===== config.mk =====
export PLATFORM = sky130hd
export DESIGN_NAME = conv_1x1_out_packer
export DESIGN_NICKNAME = d
export VERILOG_FILES = /design/src/rtl/conv_1x1_out_packer.sv
export SDC_FILE = /design/constraint.sdc
export NUM_CORES = 2
export LEC_CHECK = 0
export ABC_CLOCK_PERIOD_IN_PS = 22400
export CAP_MARGIN = 5
export CORE_UTILIZATION = 39
export DETAILED_ROUTE_END_ITERATION = 6
export GPL_TIMING_DRIVEN = 0
export PLACE_DENSITY_LB_ADDON = 0.05
export REMOVE_ABC_BUFFERS = 1
export SLEW_MARGIN = 15
export SYNTH_ARGS = -nofsm -noshare
export SYNTH_HDL_FRONTEND = slang
export SYNTH_SLANG_ARGS = --single-unit

===== constraint.sdc =====
create_clock -name clk -period 22.4 [get_ports clk]
set_clock_uncertainty 0.2 [all_clocks]
set_input_delay 4.48 -clock clk [delete_from_list [all_inputs] [get_ports clk]]
set_output_delay 4.48 -clock clk [all_outputs]
set_load 0.005 [all_outputs]

===== src/rtl/conv_1x1_out_packer.sv =====
// Output packer for the 1x1 convolution unit. Buffers the result stream in a
// small FIFO, counts beats against a programmed frame length, marks the final
// beat with m_last and pulses write_done once the DMA has taken that beat.
module conv_1x1_out_packer #(
  parameter int DATA_WIDTH = 256,
  parameter int FIFO_DEPTH = 16,
  parameter int LEN_WIDTH  = 24
) (
  input  logic                  clk,
  input  logic                  rst,
  input  logic                  start,
  input  logic [LEN_WIDTH-1:0]  beat_total,
  input  logic [DATA_WIDTH-1:0] s_data,
  input  logic                  s_valid,
  output logic                  s_ready,
  output logic [DATA_WIDTH-1:0] m_data,
  output logic                  m_valid,
  input  logic                  m_ready,
  output logic                  m_last,
  output logic                  write_done,
  output logic                  busy
);

  localparam int PTR_W = $clog2(FIFO_DEPTH);
  localparam int CNT_W = PTR_W + 1;

  typedef enum logic [1:0] {
    S_IDLE,
    S_RUN,
    S_DONE
  } state_t;

  state_t               state_q, state_d;
  logic [LEN_WIDTH-1:0] total_q;
  logic [LEN_WIDTH-1:0] in_cnt_q;
  logic [LEN_WIDTH-1:0] out_cnt_q;

  // A start that lands while write_done is high is held here and taken in IDLE.
  logic                 pend_q;
  logic [LEN_WIDTH-1:0] pend_total_q;

  logic [DATA_WIDTH-1:0] mem [FIFO_DEPTH];
  logic [PTR_W-1:0]      wr_ptr_q, rd_ptr_q;
  logic [CNT_W-1:0]      count_q;

  logic                 push, pop;
  logic                 accept;
  logic [LEN_WIDTH-1:0] accept_total;

  // Handshake flags derive only from registered state so s_ready never
  // depends on s_valid or m_ready.
  assign s_ready    = (state_q == S_RUN) && (in_cnt_q != total_q)
                      && (count_q < CNT_W'(FIFO_DEPTH));
  assign m_valid    = (state_q != S_IDLE) && (count_q != '0);
  assign m_data     = m_valid ? mem[rd_ptr_q] : '0;
  assign m_last     = m_valid && (out_cnt_q == total_q - LEN_WIDTH'(1));
  assign write_done = (state_q == S_DONE);
  assign busy       = (state_q != S_IDLE);

  assign push         = s_valid && s_ready;
  assign pop          = m_valid && m_ready;
  assign accept       = (state_q == S_IDLE) && (start || pend_q);
  assign accept_total = pend_q ? pend_total_q : beat_total;

  // State register.
  // NOTE: sequential blocks use non-blocking assignments so every flop samples
  // the pre-edge value of every other flop, independent of process order.
  always_ff @(posedge clk) begin
    if (rst) state_q <= S_IDLE;
    else     state_q <= state_d;
  end

  // Next-state logic.
  // NOTE: state_d gets a default before the case so no path leaves it
  // unassigned, which would otherwise infer a latch.
  always_comb begin
    state_d = state_q;
    unique case (state_q)
      S_IDLE: if (accept) state_d = (accept_total == '0) ? S_DONE : S_RUN;
      S_RUN:  if (pop && m_last) state_d = S_DONE;
      S_DONE: state_d = S_IDLE;
      default: state_d = S_IDLE;
    endcase
  end

  // Frame length and beat counters; equality compares only, so no wrap logic.
  always_ff @(posedge clk) begin
    if (rst) begin
      total_q   <= '0;
      in_cnt_q  <= '0;
      out_cnt_q <= '0;
    end else if (accept) begin
      total_q   <= accept_total;
      in_cnt_q  <= '0;
      out_cnt_q <= '0;
    end else begin
      if (push) in_cnt_q  <= in_cnt_q + LEN_WIDTH'(1);
      if (pop)  out_cnt_q <= out_cnt_q + LEN_WIDTH'(1);
    end
  end

  // Capture a start issued during the write_done cycle for the following IDLE.
  always_ff @(posedge clk) begin
    if (rst) begin
      pend_q       <= 1'b0;
      pend_total_q <= '0;
    end else if (state_q == S_DONE && start) begin
      pend_q       <= 1'b1;
      pend_total_q <= beat_total;
    end else if (accept) begin
      pend_q       <= 1'b0;
    end
  end

  // FIFO storage write port.
  // NOTE: the data array is deliberately not reset; pointers and count define
  // which entries are valid, so clearing the storage would only add reset fan-out.
  always_ff @(posedge clk) begin
    if (push) mem[wr_ptr_q] <= s_data;
  end

  // FIFO pointers and occupancy; push and pop together leave count unchanged.
  always_ff @(posedge clk) begin
    if (rst) begin
      wr_ptr_q <= '0;
      rd_ptr_q <= '0;
      count_q  <= '0;
    end else begin
      if (push) wr_ptr_q <= wr_ptr_q + PTR_W'(1);
      if (pop)  rd_ptr_q <= rd_ptr_q + PTR_W'(1);
      unique case ({push, pop})
        2'b10:   count_q <= count_q + CNT_W'(1);
        2'b01:   count_q <= count_q - CNT_W'(1);
        default: count_q <= count_q;
      endcase
    end
  end

endmodule

Word-level counts from Yosys, hierarchy flattened:

Memories as Yosys holds them, arrays and structs flattened. A register that Yosys moved wholly into a read port is not among the register bits.
Index checks and enable logic that the tools add are counted.

* bits in registers: 112
* bits in latches: 0
* memory bits (writable): 4096
* bits in read-only memories: 0
* input bits: 285
* word-level logic and storage cells: 57
* memories kept: 1

Memories
* mem: words 16, width 256, read ports 1, clocked after memory_dff 1, wr ports 1, line 42 `logic [DATA_WIDTH-1:0] mem [FIFO_DEPTH];`

* add/subtract/negate cells: 7
* multiply operators: 0
* div/mod/pow operators: 0
* magnitude comparators: 1
* eq/ne operators: 8
* shift operators: 0
* muxes and demuxes: 13
* bitwise logic cells: 0
* reduce and logical (&&, ||, !) cells: 18

Operators by type and width (count)
* 256-bit two-way mux: 1
* 24-bit by 1-bit adder with 24-bit output (second input constant): 2
* 24-bit equality test: 1
* 24-bit logical NOT: 1
* 24-bit two-way mux: 1
* 24-bit != test: 1
* 24-bit by 1-bit subtractor with 24-bit output (second input constant): 1
* 5-bit case mux with 2 select lines: 1
* 1-bit logical AND: 9
* 4-bit by 1-bit adder with 4-bit output (second input constant): 2
* 4-bit two-way mux: 2
* 2-bit two-way mux: 3
* 2-bit nonzero test: 3
* 5-bit by 1-bit adder with 5-bit output (second input constant): 1
* 5-bit less-than comparator (second input constant): 1
* 5-bit nonzero test: 1
* 5-bit by 1-bit subtractor with 5-bit output (second input constant): 1
* 2-bit by 1-bit equality test with 1-bit output (second input constant): 2
* 2-bit equality test (second input constant): 2
* 1-bit two-way mux: 4
* 2-bit case mux with 2 select lines: 1
* 2-bit logical NOT: 1
* 2-bit by 1-bit != test with 1-bit output (second input constant): 1
* 2-bit != test (second input constant): 1
* other kinds (3): 3

Logic depth before layout (Yosys ltp):

* word-level depth: 6
* gate-level depth with buffers: 15
* depth with buffers taken out: 13

Worst setup path before layout:

OpenSTA, ideal clock, no wires.

* path type: input-to-reg
* start point: input s_valid
* end point: memory mem[0][0] (enable)
* setup time: 1186 ps
* arrival: 22459 ps
* required time: 21014 ps
* slack: -1445 ps
* stages: 4
* path buffers: 1
* cells stage by stage: o2111a_1 > buf_1 > nand2_1 > nor3_1

* cells in the longest elaborated chain, start to end: 3

Ends and longest elaborated chain
* start, declared: line 14 `input logic s_valid,`
* 1-bit logical AND: line 60 `assign push = s_valid && s_ready;`
* 1-bit two-way mux: line 119 `if (push) mem[wr_ptr_q] <= s_data;`
* 1-bit two-way mux (implied by the code): line 119
* end, declared: line 42

No other way between the ends.

==> flow_summary.rst <==
.. list-table::
   :header-rows: 1

   * - Metric
     - Value
   * - Largest net degree at the start of global routing
     - 67
   * - Maximum buffer depth of the clock tree
     - 4
   * - Terminating pin of the worst hold path
     - pend_total_q[11]$_SDFFE_PP0P_
   * - Clock Root Buffer
     - sky130_fd_sc_hd__clkbuf_16
   * - Share of the cycle needed by the critical path after routing
     - 45.0%
   * - Pwr/cell area
     - approximately 85 nW/µm²
   * - Average wire per cell in the routed design
     - 31.0 µm
   * - Fin Setup TNS
     - 0 ns
   * - Max-cap check violation count
     - 0
   * - Switching power as a share of total power
     - 20.3%
   * - Rows
     - approximately 240
   * - Combinational share of power
     - 3.4%
   * - Worst slack at placement
     - 13.13 ns
   * - Capturing point of the worst reg2reg path
     - mem[3][191]$_DFFE_PP_
   * - Flops & latches, synth
     - about 4200
   * - Share of async-settable or async-resettable flops after synthesis
     - 0%
   * - Vias in the first global route
     - 79451
   * - Detailed-placement wirelength estimate
     - 280 mm
   * - Gate Count Post-Synth
     - 6701
   * - Number of enable flip-flop cells after synthesis
     - 4096
   * - Largest voltage drop on the vdd net
     - 0.0646 mV
   * - CP Data Arrival Time
     - 5.39 ns
   * - TritonCTS clock tree
     - done
   * - Floorplan die area
     - 415000 µm²
   * - Drt first-iter violations
     - 6086
   * - Horizontal die dimension
     - 644 µm
   * - Clk pwr share
     - between 40% and 50%
   * - Highest fanout seen on the critical path
     - 32
   * - Required time of the critical path
     - 17.72 ns
   * - Iteration count of the initial detailed-routing pass
     - 5
   * - Depth of the worst register-to-register path
     - 14
   * - Weighted congestion at the end of routability-driven global placement
     - between 0.7 and 0.8
   * - Final min period
     - between 10 and 15 ns
   * - Overall power after layout
     - between 15 and 20 mW
   * - Register-to-register setup slack
     - 17.34 ns
   * - Hold depth
     - 2
   * - Buffers inserted during post-CTS setup optimization
     - 0
   * - Area of combinational cells with multiple inputs
     - roughly 34000 µm²
   * - Flip-flop and latch area
     - 125000 µm²
   * - Post-synthesis to final-layout area growth
     - 22.0%
   * - Distinct cell type count after synthesis
     - 68
   * - Setup repair after global routing missed its margin
     - false
   * - Main flop type after synthesis
     - sky130_fd_sc_hd__edfxtp_1
   * - Worst Hold Slack
     - 0.274 ns
   * - Antenna violations before repair
     - 107
   * - Final layout net count
     - 8191
   * - Clock buffer count from CTS
     - 456
   * - Global-route total usage across every layer
     - between 20 and 25%
   * - Clock-pin slew on the worst setup and hold paths
     - 0.06 ns
   * - Status
     - finished, final reports clean
   * - Clock insertion delay at the later pin of the skew report
     - 0.98 ns
   * - Routed wire length
     - 426 mm
   * - Number of hold-repair buffers added at the cts stage
     - 0
   * - Number of max-slew violations in the final report
     - 0
   * - Vert. Die Dim
     - 644 µm
   * - Core Box Area
     - 410000 µm²
   * - Max_slew headroom
     - a little under two fifths
   * - Leak pwr
     - 59.7 nW
   * - Global route total overflow
     - 0
   * - Post-synthesis area per instance
     - 24.0 µm²
   * - Worst r2r src
     - total_q[6]$_SDFFE_PP0P_
   * - Hold path startpoint
     - pend_total_q[11]$_SDFFE_PP0P_
   * - Max Fclk
     - 99.3 MHz
   * - Cell area after synthesis
     - 161000 µm²
   * - Crit Path Class
     - reg2out
   * - Level count of the clock H-tree
     - 5
   * - Share of post-route cells with drive strength above 1
     - 30.5%
   * - Residual DRC
     - 0
   * - Residual antenna-violating net count after detailed routing
     - 0
   * - Internal portion of total power
     - 13.3 mW
   * - Post-route setup slack
     - 12.33 ns
   * - Transition time at the pin with the least slew margin
     - 0.924 ns
   * - Hold/Removal Path Class
     - reg2reg
   * - Starting Density
     - 39.2%
   * - Via Count
     - ~75000
   * - Sequential cell area fraction in the yosys report
     - approximately 78%
   * - Final-report hold violation count
     - 0
   * - Port Buf Inserts
     - 545
   * - Final setup violation count
     - 0
   * - Wire length of the first global-routing pass
     - about 600 mm
   * - Quantity of gates resized following cts
     - 0
   * - Reg power frac
     - 52.2%
   * - DR vias/cell
     - 5.48
   * - Number of fill cells
     - 33301
   * - Switching power
     - about 3.4 mW
   * - Ports
     - 546
   * - Number of warnings reported in the yosys synthesis log
     - 0
   * - Startpoint class of the critical path
     - flop
   * - CTS sink count
     - approximately 4200
   * - Critical Path End Type
     - primary output
layout make-up:
class | count | share of cell area (%)
sequential | 4212 | 63.9
multi-input combinational | 2117 | 17.5
timing repair buffer | 1094 | 7.65
clock buffer | 544 | 6.09
tap | 5451 | 3.48
clock inverter | 290 | 1.40
antenna | 26 | 0.0332
inverter | 12 | 0.0230
stage by stage:
stage          area (µm²)  utilization (%)  cells
5_1_grt            196000             47.8  13728
6_report           196000             47.8  13746
4_1_cts            196000             47.8  13720
2_1_floorplan      159000                -   6341
3_3_place_gp       172000             41.9  12337
3_5_place_dp       181000             44.2  12886
power by group through the flow:
| stage | Sequential (mW) | Clock, mW | Combinational, mW |
|---|---|---|---|
| 6_report | 8.70 | 7.39 | 0.562 |
| 5_1_grt | 8.70 | 7.86 | 0.609 |
| 4_1_cts | 8.69 | 7.59 | 0.578 |
| 3_5_place_dp | 8.86 | 0 | 0.576 |
| 3_3_place_gp | 8.98 | 0 | 0.972 |
| 2_1_floorplan | 8.91 | 0 | 0.542 |
cell usage in the layout (no fill, tap or decap), drive strengths merged, types with 41 or more instances in the layout:
| cell | n |
|---|---|
| xor2 | 59 |
| a21oi | 45 |
| buf | 550 |
| clkdlybuf4s50 | 544 |
| clkinv | 204 |
| dfxtp | 116 |
| mux4 | 1280 |
| xnor2 | 41 |
| bufinv | 47 |
| clkbuf | 544 |
| nand2 | 83 |
| and2 | 259 |
| edfxtp | 4096 |
| nor2 | 107 |
synth_stat cells (all sizes together) (12+ instances only):
| library cell | instances | area share (%) |
|---|---|---|
| buf | 123 | 0.30 |
| clkbuf | 236 | 0.55 |
| xor2 | 59 | 0.32 |
| and3 | 13 | 0.051 |
| o21ai | 16 | 0.050 |
| nand3 | 22 | 0.072 |
| xnor2 | 41 | 0.22 |
| edfxtp | 4096 | 76 |
| nand4 | 17 | 0.070 |
| a21oi | 45 | 0.14 |
| mux4 | 1280 | 18 |
| dfxtp | 116 | 1.4 |
| nor3 | 22 | 0.075 |
| ha | 12 | 0.093 |
| mux2i | 29 | 0.18 |
| nor2 | 107 | 0.25 |
| a211oi | 25 | 0.12 |
| and2 | 259 | 1.0 |
| nor4 | 21 | 0.099 |
| inv | 12 | 0.028 |
| or3 | 14 | 0.055 |
| nand2 | 83 | 0.19 |
worst max-delay path by stage:
stage                     start           to  slack (ns)  depth (start not counted)
after floorplan            flop    m_data[0]      -25.97                          3
after global placement     flop   m_data[78]      -51.43                          4
after detailed placement   flop   m_data[48]       13.13                         11
after CTS                  flop   m_data[48]       12.02                         11
after global routing       flop   m_data[48]       11.90                         11
final                      flop  m_data[124]       12.33                         11
layer usage:
metal	up-vias	global-route usage (%)	wire length, µm
met4	66	4.66	9790
met1	41504	28.3	182000
met3	640	4.07	26100
met5	-	0	401
li1	31119	-	-
met2	2015	33.6	207000
worst max-delay path: stages (launching register included):
cell                              delay [ns]
sky130_fd_sc_hd__dfxtp_4                0.60
sky130_fd_sc_hd__buf_16                 0.31
sky130_fd_sc_hd__buf_16                 0.26
sky130_fd_sc_hd__buf_16                 0.30
sky130_fd_sc_hd__buf_16                 0.26
sky130_fd_sc_hd__buf_16                 0.29
sky130_fd_sc_hd__buf_16                 0.27
sky130_fd_sc_hd__buf_16                 0.26
sky130_fd_sc_hd__mux4_2                 0.53
sky130_fd_sc_hd__mux4_2                 0.47
sky130_fd_sc_hd__and2_1                 0.21
sky130_fd_sc_hd__clkdlybuf4s50_1        0.47
flip-flops by register name, indices dropped and copies added (netlist names), named ones only:
register	count
count_q	5
in_cnt_q	24
mem	4096
out_cnt_q	24
pend_q	1
pend_total_q	24
rd_ptr_q	4
state_q	2
total_q	24
wr_ptr_q	4
kinds of logic (layout without fill, tap and decap cells):
group           after synthesis  after routing  synth area share (%)
fa+ha+maj                    13             13                 0.106
other cells                   0             26                     0
xor+xnor                    100            100                 0.544
buf+inv                     372           1940                 0.886
compound gates              108            108                 0.441
simple gates                587            587                  2.03
flops                      4212           4212                  77.9
mux                        1309           1309                  18.1
No activity file was read; power rests on OpenSTA's default activity.
